--- src/rtl/clk_period_meter_pkg.sv ---
// Shared definitions for the clock period meter.
//   CLK_IN_HZ    : frequency of the sampling clock.
//   DEF_CNT_W    : default counter / measurement width.
//   DEF_TIMEOUT  : default loss-of-signal limit, 100 ms of CLK_IN_HZ.
//   state_e      : measurement FSM encoding.
package clk_period_meter_pkg;

    localparam int unsigned CLK_IN_HZ   = 25_000_000;
    localparam int unsigned DEF_CNT_W   = 24;
    localparam int unsigned DEF_TIMEOUT = CLK_IN_HZ / 10;

    typedef enum logic {
        ST_IDLE    = 1'b0,
        ST_MEASURE = 1'b1
    } state_e;

endpackage

--- src/rtl/sync_edge_detect.sv ---
// Two-flop synchroniser followed by a previous-value flop, for bringing a
// slow asynchronous level into the clk_i domain and spotting its edges.
//   clk_i   : sampling clock
//   rst_ni  : asynchronous active-low reset, clears all three flops
//   async_i : asynchronous input level
//   rise_o  : combinational, high for one cycle per synchronised rising edge
//   fall_o  : combinational, high for one cycle per synchronised falling edge
module sync_edge_detect (
    input  logic clk_i,
    input  logic rst_ni,
    input  logic async_i,
    output logic rise_o,
    output logic fall_o
);

    logic sync1_q;
    logic sync2_q;
    logic prev_q;

    always_ff @(posedge clk_i or negedge rst_ni) begin
        if (!rst_ni) begin
            sync1_q <= 1'b0;
            sync2_q <= 1'b0;
            prev_q  <= 1'b0;
        end else begin
            sync1_q <= async_i;
            sync2_q <= sync1_q;
            prev_q  <= sync2_q;
        end
    end

    assign rise_o = sync2_q & ~prev_q;
    assign fall_o = ~sync2_q & prev_q;

endmodule

--- src/rtl/clk_period_meter.sv ---
// Measures a slow square wave sampled in the clk_in domain: emits clean
// edge ticks, reports period and high time in clk_in cycles, and flags
// loss of signal when no rising edge is seen for TIMEOUT cycles.
//   clk_in       : sampling clock, all logic on posedge
//   rst_n        : asynchronous active-low reset
//   sig_in       : slow square wave, asynchronous to clk_in
//   rise_tick    : one-cycle pulse per synchronised rising edge
//   fall_tick    : one-cycle pulse per synchronised falling edge
//   period       : cycles between the last two rising edges (held)
//   high_time    : cycles rise->fall of the last complete period (held)
//   period_valid : one-cycle pulse when period/high_time update
//   timeout      : level, high while the signal is considered lost
module clk_period_meter
    import clk_period_meter_pkg::*;
#(
    parameter int unsigned CNT_W   = DEF_CNT_W,
    parameter int unsigned TIMEOUT = DEF_TIMEOUT
) (
    input  logic             clk_in,
    input  logic             rst_n,
    input  logic             sig_in,
    output logic             rise_tick,
    output logic             fall_tick,
    output logic [CNT_W-1:0] period,
    output logic [CNT_W-1:0] high_time,
    output logic             period_valid,
    output logic             timeout
);

    // The counter never runs past TIMEOUT, so it must be representable.
    if (TIMEOUT == 0 || 64'(TIMEOUT) >= (64'd1 << CNT_W)) begin : g_bad_timeout
        $error("clk_period_meter: TIMEOUT must lie in 1 .. 2**CNT_W-1");
    end

    localparam logic [CNT_W-1:0] LIMIT = CNT_W'(TIMEOUT);
    localparam logic [CNT_W-1:0] ONE   = CNT_W'(1);

    logic rise;
    logic fall;

    sync_edge_detect u_sync (
        .clk_i   (clk_in),
        .rst_ni  (rst_n),
        .async_i (sig_in),
        .rise_o  (rise),
        .fall_o  (fall)
    );

    state_e           state_q, state_d;
    logic [CNT_W-1:0] cnt_q, cnt_d;
    logic [CNT_W-1:0] hi_cnt_q, hi_cnt_d;
    logic [CNT_W-1:0] period_q, period_d;
    logic [CNT_W-1:0] high_q, high_d;
    logic             pv_q, pv_d;
    logic             to_q, to_d;
    logic             rise_q, fall_q;
    logic             at_limit;

    assign at_limit = (cnt_q == LIMIT);

    always_comb begin
        state_d  = state_q;
        cnt_d    = cnt_q;
        hi_cnt_d = hi_cnt_q;
        period_d = period_q;
        high_d   = high_q;
        pv_d     = 1'b0;
        to_d     = to_q;

        unique case (state_q)
            ST_IDLE: begin
                // No reference edge yet: the first rise only starts counting.
                cnt_d = '0;
                if (rise) begin
                    state_d = ST_MEASURE;
                    cnt_d   = ONE;
                    to_d    = 1'b0;
                end
            end
            ST_MEASURE: begin
                // A rise landing on the limit cycle still closes a valid period.
                if (rise) begin
                    cnt_d    = ONE;
                    period_d = cnt_q;
                    high_d   = hi_cnt_q;
                    pv_d     = 1'b1;
                    to_d     = 1'b0;
                end else if (at_limit) begin
                    state_d = ST_IDLE;
                    cnt_d   = '0;
                    to_d    = 1'b1;
                end else begin
                    cnt_d = cnt_q + ONE;
                end
                if (fall) begin
                    hi_cnt_d = cnt_q;
                end
            end
            default: begin
                state_d = ST_IDLE;
                cnt_d   = '0;
            end
        endcase
    end

    always_ff @(posedge clk_in or negedge rst_n) begin
        if (!rst_n) begin
            state_q  <= ST_IDLE;
            cnt_q    <= '0;
            hi_cnt_q <= '0;
            period_q <= '0;
            high_q   <= '0;
            pv_q     <= 1'b0;
            to_q     <= 1'b0;
            rise_q   <= 1'b0;
            fall_q   <= 1'b0;
        end else begin
            state_q  <= state_d;
            cnt_q    <= cnt_d;
            hi_cnt_q <= hi_cnt_d;
            period_q <= period_d;
            high_q   <= high_d;
            pv_q     <= pv_d;
            to_q     <= to_d;
            rise_q   <= rise;
            fall_q   <= fall;
        end
    end

    assign rise_tick    = rise_q;
    assign fall_tick    = fall_q;
    assign period       = period_q;
    assign high_time    = high_q;
    assign period_valid = pv_q;
    assign timeout      = to_q;

endmodule
--- config.mk ---
export PLATFORM = sky130hd
export DESIGN_NAME = clk_period_meter
export DESIGN_NICKNAME = d
export VERILOG_FILES = /design/src/rtl/clk_period_meter_pkg.sv /design/src/rtl/sync_edge_detect.sv /design/src/rtl/clk_period_meter.sv
export SDC_FILE = /design/constraint.sdc
export NUM_CORES = 1
export LEC_CHECK = 0
export ABC_AREA = 1
export BUFFER_PORTS_ARGS = -buffer_cell sky130_fd_sc_hd__buf_2
export CAP_MARGIN = 0
export CELL_PAD_IN_SITES_DETAIL_PLACEMENT = 0
export CELL_PAD_IN_SITES_GLOBAL_PLACEMENT = 2
export CORE_ASPECT_RATIO = 1.75
export CORE_MARGIN = 3
export CORE_UTILIZATION = 38
export CTS_CLUSTER_SIZE = 14
export DETAILED_ROUTE_END_ITERATION = 6
export PLACE_DENSITY = 0.8
export SETUP_SLACK_MARGIN = 0.02
export SLEW_MARGIN = 10
export SYNTH_ARGS = -nofsm -noshare
export SYNTH_HDL_FRONTEND = slang
export SYNTH_SLANG_ARGS = --single-unit
--- constraint.sdc ---
create_clock -name clk_in -period 3.1 [get_ports clk_in]
set_clock_uncertainty 0.1 [all_clocks]
set_input_delay 0.31 -clock clk_in [delete_from_list [all_inputs] [get_ports clk_in]]
set_output_delay 0.31 -clock clk_in [all_outputs]
set_load 0.02 [all_outputs]
==> out/results.ini, run 1 <==
[sta]
fin_crit_ns = 2.056
fin_tns_setup_ns = 0
hold_viol_final = 0
worst_slack_ns = 1.044
whs_ns = 0.2482
tightest_slew_ns = 1.146
slew_violations = 0
setup_viol = 0
fin_crit_sh_pct = 66.33
maxSlewHeadroom_pct = 23.63
max_freq_mhz = 486.3
rsz0062_at_grt = no

[synth]
yosysUniqueCellTypes = 25
synth_cells = 485
ys_ff_latch = 104
synth.avg_cell_area_um2 = 8.970
yosys-top-cells-area = dfrtp_1 60%, nand2_1 14%, nor2_1 4.3%
synth.top_cell.area_share_pct = 59.82
syn_nets = 490
synth_area_mm2 = 0.004350
yosysSeqAreaShare_pct = 59.82
yosys_warnings = 0
synth_top_cell_by_area = dfrtp_1

[die]
start_util_pct = 38.96
core_mm2 = 0.01117
die_w_um = 86.88
std_cell_rows = 51
ioPinCount = 55
die_h_um = 147.5
die_area_mm2 = 0.01282

[setup_path]
arrival_ns = 2.14
required_ns = 3.19
worstSetupPathType = reg -> reg
endpoint_kind = flop
critPathSlowestCell = inv_2
slowest_delay_ns = 0.49
path_buf_inv = 2
cp_common_cell = inv_2
cp-start-kind = flop
worstPathCellList = nor2_2 -> inv_2 -> nor2_8 -> inv_2 -> nand2_1 -> o21ai_1
critPathTopFamily = simple AND/OR/NAND/NOR gates
crit_path_max_fanout = 72

[run]
drv_cap = 0

[clock_tree]
cts_root_buf = clkbuf_16
h-tree-depth = 3
cts_tree = yes
cts_sinks = 104
clock_path_buffers = 2
cts_made_buffers = 9
clk_pin_slew_worst_paths_ns = 0.07
cts_resized = 0
clk_latency_ns = 0.34

[layout]
num_antenna_cells = 0
ff_latch_area_mm2 = 0.002603
multi_input_area_mm2 = 0.001504
nets = 545
final_cell_count_no_fill = 677
area_growth_pct = 16.42
fillers = 1150
drive_above_1_share_pct = 18.53
final_area_mm2 = 0.005065

[worst_hold_path]
hold_path_class = reg -> reg

[placement]
dp_hpwl_um = 7221
placed_cells = 659
post-place-ws_ns = 1.033
io_buffer_count = 54
place.gp.congestion = 0.7961
placed_cell_area_mm2 = 0.004732

[detailed_routing]
wl_um = 9800
drtIter0Drc = 179
vias_per_cell = 4.712
ant_nets = 0
drc = 0
drt_first_pass_iters = 4
routedWlPerCell_um = 14.48
vias = 3190

[global_routing]
use_met2_pct = 27.44
grt_pass1_wl_um = 16340
antenna_found_initial = 0
top_usage_layer = met2
grt_pass1_vias = 3158
use_met3_pct = 1.617
grt_max_degree = 73
grt_usage_pct = 16.47
grt_util_met1_pct = 21.25
grt-ovfl-total = 0

[power]
seqPwrFrac_pct = 50.5
total_leakage_power_uw = 0.002654
vdd_drop_max_v = 0.0003952
power.internal_uw = 2204
swShare_pct = 26.00
comb_power_share_pct = 9.8
p_clk_share_pct = 39.7
p_per_area_mw_per_mm2 = 588.0
p_sw_uw = 774.2

[outcome]
status = finished, final reports clean

-- flip-flops by register name, indices dropped and copies added (netlist names) --
signal	flops
cnt_q	24
hi_cnt_q	24
high_time	24
period	24
fall_tick	1
period_valid	1
rise_tick	1
state_q	1
timeout	1
u_sync.prev_q	1
u_sync.sync1_q	1
u_sync.sync2_q	1
-- layer usage --
metal / up-vias / share of wire (%)
met5: - / 0
met4: 0 / 2.3
met3: 15 / 3.1
met2: 53 / 51
met1: 1503 / 43
li1: 1619 / -
-- final cells by class --
cell class              count  area share, %
clock buffers              11          4.990
clock inverters             5          1.186
inverters                  44          3.261
multi-input cells         322          29.69
flip-flops and latches    104          51.38
well taps                 132          3.261
repair buffers             59          6.225
-- cell families after synthesis --
kind of cell             share of synthesized area [%]
AND/OR/NAND/NOR                                  26.09
XOR/XNOR                                         1.208
AO/OA/AOI/OAI                                    6.701
adder cells (fa/ha/maj)                         0.5751
buffers and inverters                            5.608
flip-flops                                       59.82
-- synth_stat cells, drive strengths merged --
master / number
nand2: 173
dfrtp: 104
nor2: 61
o21ai: 53
inv: 44
nand3: 14
buf: 13
xor2: 6
nor3: 5
a21oi: 4
nand4: 3
clkbuf: 2
ha: 2
o22ai: 1
-- per-stage QoR --
stage                     utilization, %  power [uW]
after floorplan                        -        1717
after global placement             42.38        1822
after detailed placement           42.38        1830
after CTS                          45.36        3018
after global routing               45.36        3115
final                              45.36        2978
-- worst paths after layout --
kind	start	to	slack, ns	cells after the start
worst max-delay path	u_sync.prev_q$_DFF_PN0_	period[12]$_DFFE_PN0P_	1.04	6
worst min-delay path	u_sync.sync1_q$_DFF_PN0_	u_sync.sync2_q$_DFF_PN0_	0.25	0
worst max register to register	u_sync.prev_q$_DFF_PN0_	period[12]$_DFFE_PN0P_	1.04	6
worst min register to register	u_sync.sync1_q$_DFF_PN0_	u_sync.sync2_q$_DFF_PN0_	0.25	0
max in group asynchronous	rst_n	cnt_q[19]$_DFF_PN0_	1.63	3
min in group asynchronous	rst_n	high_time[22]$_DFFE_PN0P_	0.46	2
-- power by group through the flow --
stage	combinational, uW	sequential, uW	clock, uW
after floorplan	146	1570	0
after global placement	293	1530	0
after detailed placement	299	1530	0
after CTS	303	1510	1210
after global routing	341	1520	1260
final	293	1500	1180
-- what timing repair did --
action	in CTS	in global routing
hold buffers	2	0
endpoints found under the hold margin	56	0
buffers inserted	0	0
-- cell usage in the layout (no fill, tap or decap) --
cell type      synthesis  layout
nand2_1              167     167
dfrtp_1              104     104
buf_2                 12      53
nor2_1                50      50
inv_1                 39      39
o21ai_1               29      29
o21ai_0               24      24
nand3_1                9       9
clkbuf_16              0       9
xor2_1                 6       6
nor2_2                 5       5
inv_2                  5       5
nand3_2                4       4
nor2_4                 4       4
a21oi_1                4       4
nor3_1                 4       4
buf_4                  0       4
nand2_2                3       3
nand4_1                3       3
nand2_4                3       3
nor2_8                 2       2
ha_1                   2       2
inv_6                  0       2
clkbuf_8               0       2
dlygate4sd3_1          0       2
nand3_4                1       1
nor3_2                 1       1
o22ai_1                1       1
clkinv_2               0       1
clkinvlp_4             0       1
bufinv_16              0       1
(Power assumes the default switching activity.)
==> inputs of run 2 (changes only) <==
--- a/config.mk
+++ b/config.mk
@@ -12,10 +12,10 @@
 export CELL_PAD_IN_SITES_GLOBAL_PLACEMENT = 2
 export CORE_ASPECT_RATIO = 1.75
 export CORE_MARGIN = 3
-export CORE_UTILIZATION = 38
+export CORE_UTILIZATION = 32
 export CTS_CLUSTER_SIZE = 14
 export DETAILED_ROUTE_END_ITERATION = 6
-export PLACE_DENSITY = 0.8
+export PLACE_DENSITY = 0.71
 export SETUP_SLACK_MARGIN = 0.02
 export SLEW_MARGIN = 10
 export SYNTH_ARGS = -nofsm -noshare
==> constraint.sdc (replaced) <==
create_clock -name clk_in -period 1.7 [get_ports clk_in]
set_clock_uncertainty 0.1 [all_clocks]
set_input_delay 0.17 -clock clk_in [delete_from_list [all_inputs] [get_ports clk_in]]
set_output_delay 0.17 -clock clk_in [all_outputs]
set_load 0.02 [all_outputs]
==> run 2 against run 1 <==
Net effect:
- clock power increased by 70%
- worst hold slack worse by 0.076 ns
- cell area rose by 2.7%
- die area up 18%
- register-to-register slack worse by 0.93 ns
- fmax up 30%
- combinational power increased by 95%
- first-iteration DRC count shrank 49%
- sequential share of layout area down 1.4 points
- cell count rose by 7.1%
- wire length is 7.1% higher
- via count down 0.34%
- critical path type unchanged
- largest cell class unchanged
- largest power group unchanged
- highest routed layer unchanged
==> out/results.ini, run 2 (synthesized netlist as in run 1, its figures left out) <==
[layout]
mostFrequentLayoutCells = 167 x nand2_1, 104 x dfrtp_1, 53 x buf_2, 49 x nor2_1, 37 x inv_1  ; was 167 x nand2_1, 104 x dfrtp_1, 53 x buf_2, 50 x nor2_1, 39 x inv_1
drive_above_1_share_pct = 20.40  ; was 18.53%
area_growth_pct = 19.59  ; was 16.42%
final_cell_count_no_fill = 725  ; was 677
multi_input_area_mm2 = 0.001506  ; was 0.001504 mm2
nets = 554  ; was 545
final_area_mm2 = 0.005202  ; was 0.005065 mm2
num_antenna_cells = 0  ; unchanged
fillers = 1402  ; was 1,150
ff_latch_area_mm2 = 0.002603  ; unchanged
final_common_cell = nand2_1  ; unchanged

[clock_tree]
clock_path_buffers = 2  ; unchanged
cts_made_buffers = 9  ; unchanged
cts_tree = yes  ; unchanged
clk_latency_ns = 0.34  ; about the same
cts_root_buf = clkbuf_16  ; unchanged
h-tree-depth = 3  ; unchanged
cts_sinks = 104  ; unchanged
clk_pin_slew_worst_paths_ns = 0.07  ; about the same

[power]
power_uw = 5326  ; was 2978 uW
p_per_area_mw_per_mm2 = 1024  ; was 588.0 mW/mm2
total_leakage_power_uw = 0.002706  ; was 0.002654 uW
vdd_drop_max_v = 0.0006058  ; was 0.0003952 V

[sta]
setup_viol = 0  ; unchanged
max_freq_mhz = 631.2  ; was 486.3 MHz
slew_violations = 0  ; unchanged
worst_slack_ns = 0.1158  ; was 1.044 ns
fin_crit_ns = 1.584  ; was 2.056 ns
hold_viol_final = 0  ; unchanged
rsz0062_at_grt = yes  ; was no
fin_tns_setup_ns = 0  ; unchanged
tightest_slew_ns = 0.4327  ; was 1.146 ns
maxSlewHeadroom_pct = 71.15  ; was 23.63%
fin_crit_sh_pct = 93.19  ; was 66.33%

[placement]
place.gp.congestion = 0.8313  ; was 0.7961
placed_cells = 706  ; was 659
io_buffer_count = 54  ; unchanged
post-place-ws_ns = 0.1282  ; was 1.033 ns
placed_cell_area_mm2 = 0.004878  ; was 0.004732 mm2
dp_hpwl_um = 7846  ; was 7221 um

[detailed_routing]
wl_um = 10490  ; was 9800 um
drt_first_pass_iters = 4  ; unchanged
ant_nets = 0  ; unchanged
drtIter0Drc = 91  ; was 179
drc = 0  ; unchanged
vias_per_cell = 4.385  ; was 4.712
routedWlPerCell_um = 14.47  ; was 14.48 um
vias = 3179  ; was 3,190

[die]
std_cell_rows = 55  ; was 51
core_mm2 = 0.01314  ; was 0.01117 mm2
die_area_mm2 = 0.01509  ; was 0.01282 mm2
start_util_pct = 33.10  ; was 38.96%
die_w_um = 94.14  ; was 86.88 um
ioPinCount = 55  ; unchanged
die_h_um = 160.2  ; was 147.5 um

[setup_path]
critPathSlowestCell = dfrtp_1  ; was inv_2
worstPathCellList = ha_1 -> nand2_2 -> nor2_8 -> nand2_1 -> o21ai_0 -> nor2_1  ; was nor2_2 -> inv_2 -> nor2_8 -> inv_2 -> nand2_1 -> o21ai_1
slowest_delay_ns = 0.42  ; was 0.49 ns
worstSetupPathType = reg -> reg  ; unchanged
cp-start-kind = flop  ; unchanged
required_ns = 1.82  ; was 3.19 ns
endpoint_kind = flop  ; unchanged
arrival_ns = 1.70  ; was 2.14 ns
crit_path_max_fanout = 6  ; was 72

[global_routing]
grt_max_degree = 51  ; was 73
antenna_found_initial = 0  ; unchanged
grt-ovfl-total = 0  ; unchanged
grt_pass1_vias = 3283  ; was 3,158
grt_pass1_wl_um = 17300  ; was 16,340 um
grt_usage_pct = 14.80  ; was 16.47%

[run]
drv_cap = 0  ; unchanged

[worst_hold_path]
hold_path_class = in -> async  ; was reg -> reg

[outcome]
status = finished, final reports clean  ; unchanged

[run 2: per-stage QoR]
| stage | hold WS (ns) | utilization, % |
|---|---|---|
| after global routing | 0.2341 | 39.58 |
| final | 0.1719 | 39.58 |
| after floorplan | -0.2256 | - |
| after global placement | -0.005167 | 37.12 |
| after detailed placement | 0.004447 | 37.12 |
| after CTS | 0.1756 | 39.51 |
[run 2: worst paths after layout]
kind / from / endpoint / slack (ns) / cells past startpoint
setup reg to reg: cnt_q[0]$_DFF_PN0_ / cnt_q[8]$_DFF_PN0_ / 0.12 / 6
max in group asynchronous: rst_n / fall_tick$_DFF_PN0_ / 0.71 / 3
hold reg to reg: u_sync.sync1_q$_DFF_PN0_ / u_sync.sync2_q$_DFF_PN0_ / 0.27 / 0
min in group clk_in: u_sync.sync1_q$_DFF_PN0_ / u_sync.sync2_q$_DFF_PN0_ / 0.27 / 0
setup / recovery: cnt_q[0]$_DFF_PN0_ / cnt_q[8]$_DFF_PN0_ / 0.12 / 6
hold / removal: rst_n / period[5]$_DFFE_PN0P_ / 0.17 / 2
[run 2: final cells by class]
cell class	instances	share of cell area [%]
multi-input combinational	322	28.96
tap	171	4.113
clock buffer	12	5.123
clock inverter	4	0.5291
inverter	44	3.175
timing repair buffer	68	8.081
sequential	104	50.02
[run 2: metal layers]
metal  global-route usage [%]  vias to the layer above  routed length (um)
li1                         -                     1639                   -
met1                    18.23                     1469                4463
met2                    25.74                       60                5551
met3                    2.498                       11                 301
met4                    5.062                        0                 176
met5                        0                        -                   0
[run 2: repair_timing]
item,4_1_cts,5_1_grt
hold buffers,2,0
gates resized for setup,0,3
endpoints found under the setup margin,0,21
hold endpoints to repair,25,0
setup buffers,0,1
[run 2: where the power goes]
| group | leakage, uW | total [uW] | internal (uW) | switching (uW) |
|---|---|---|---|---|
| clock | 0.000149 | 2010 | 1110 | 894 |
| combinational | 0.00114 | 571 | 188 | 383 |
| sequential | 0.00142 | 2750 | 2630 | 121 |
| total | 0.00271 | 5330 | 3930 | 1400 |
[run 2: critical path: cells and delay by family, from the launching register on]
kind,cells,cell delay [ns]
compound gates,1,0.23
simple gates,4,0.51
flops,1,0.42
fa+ha+maj,1,0.22
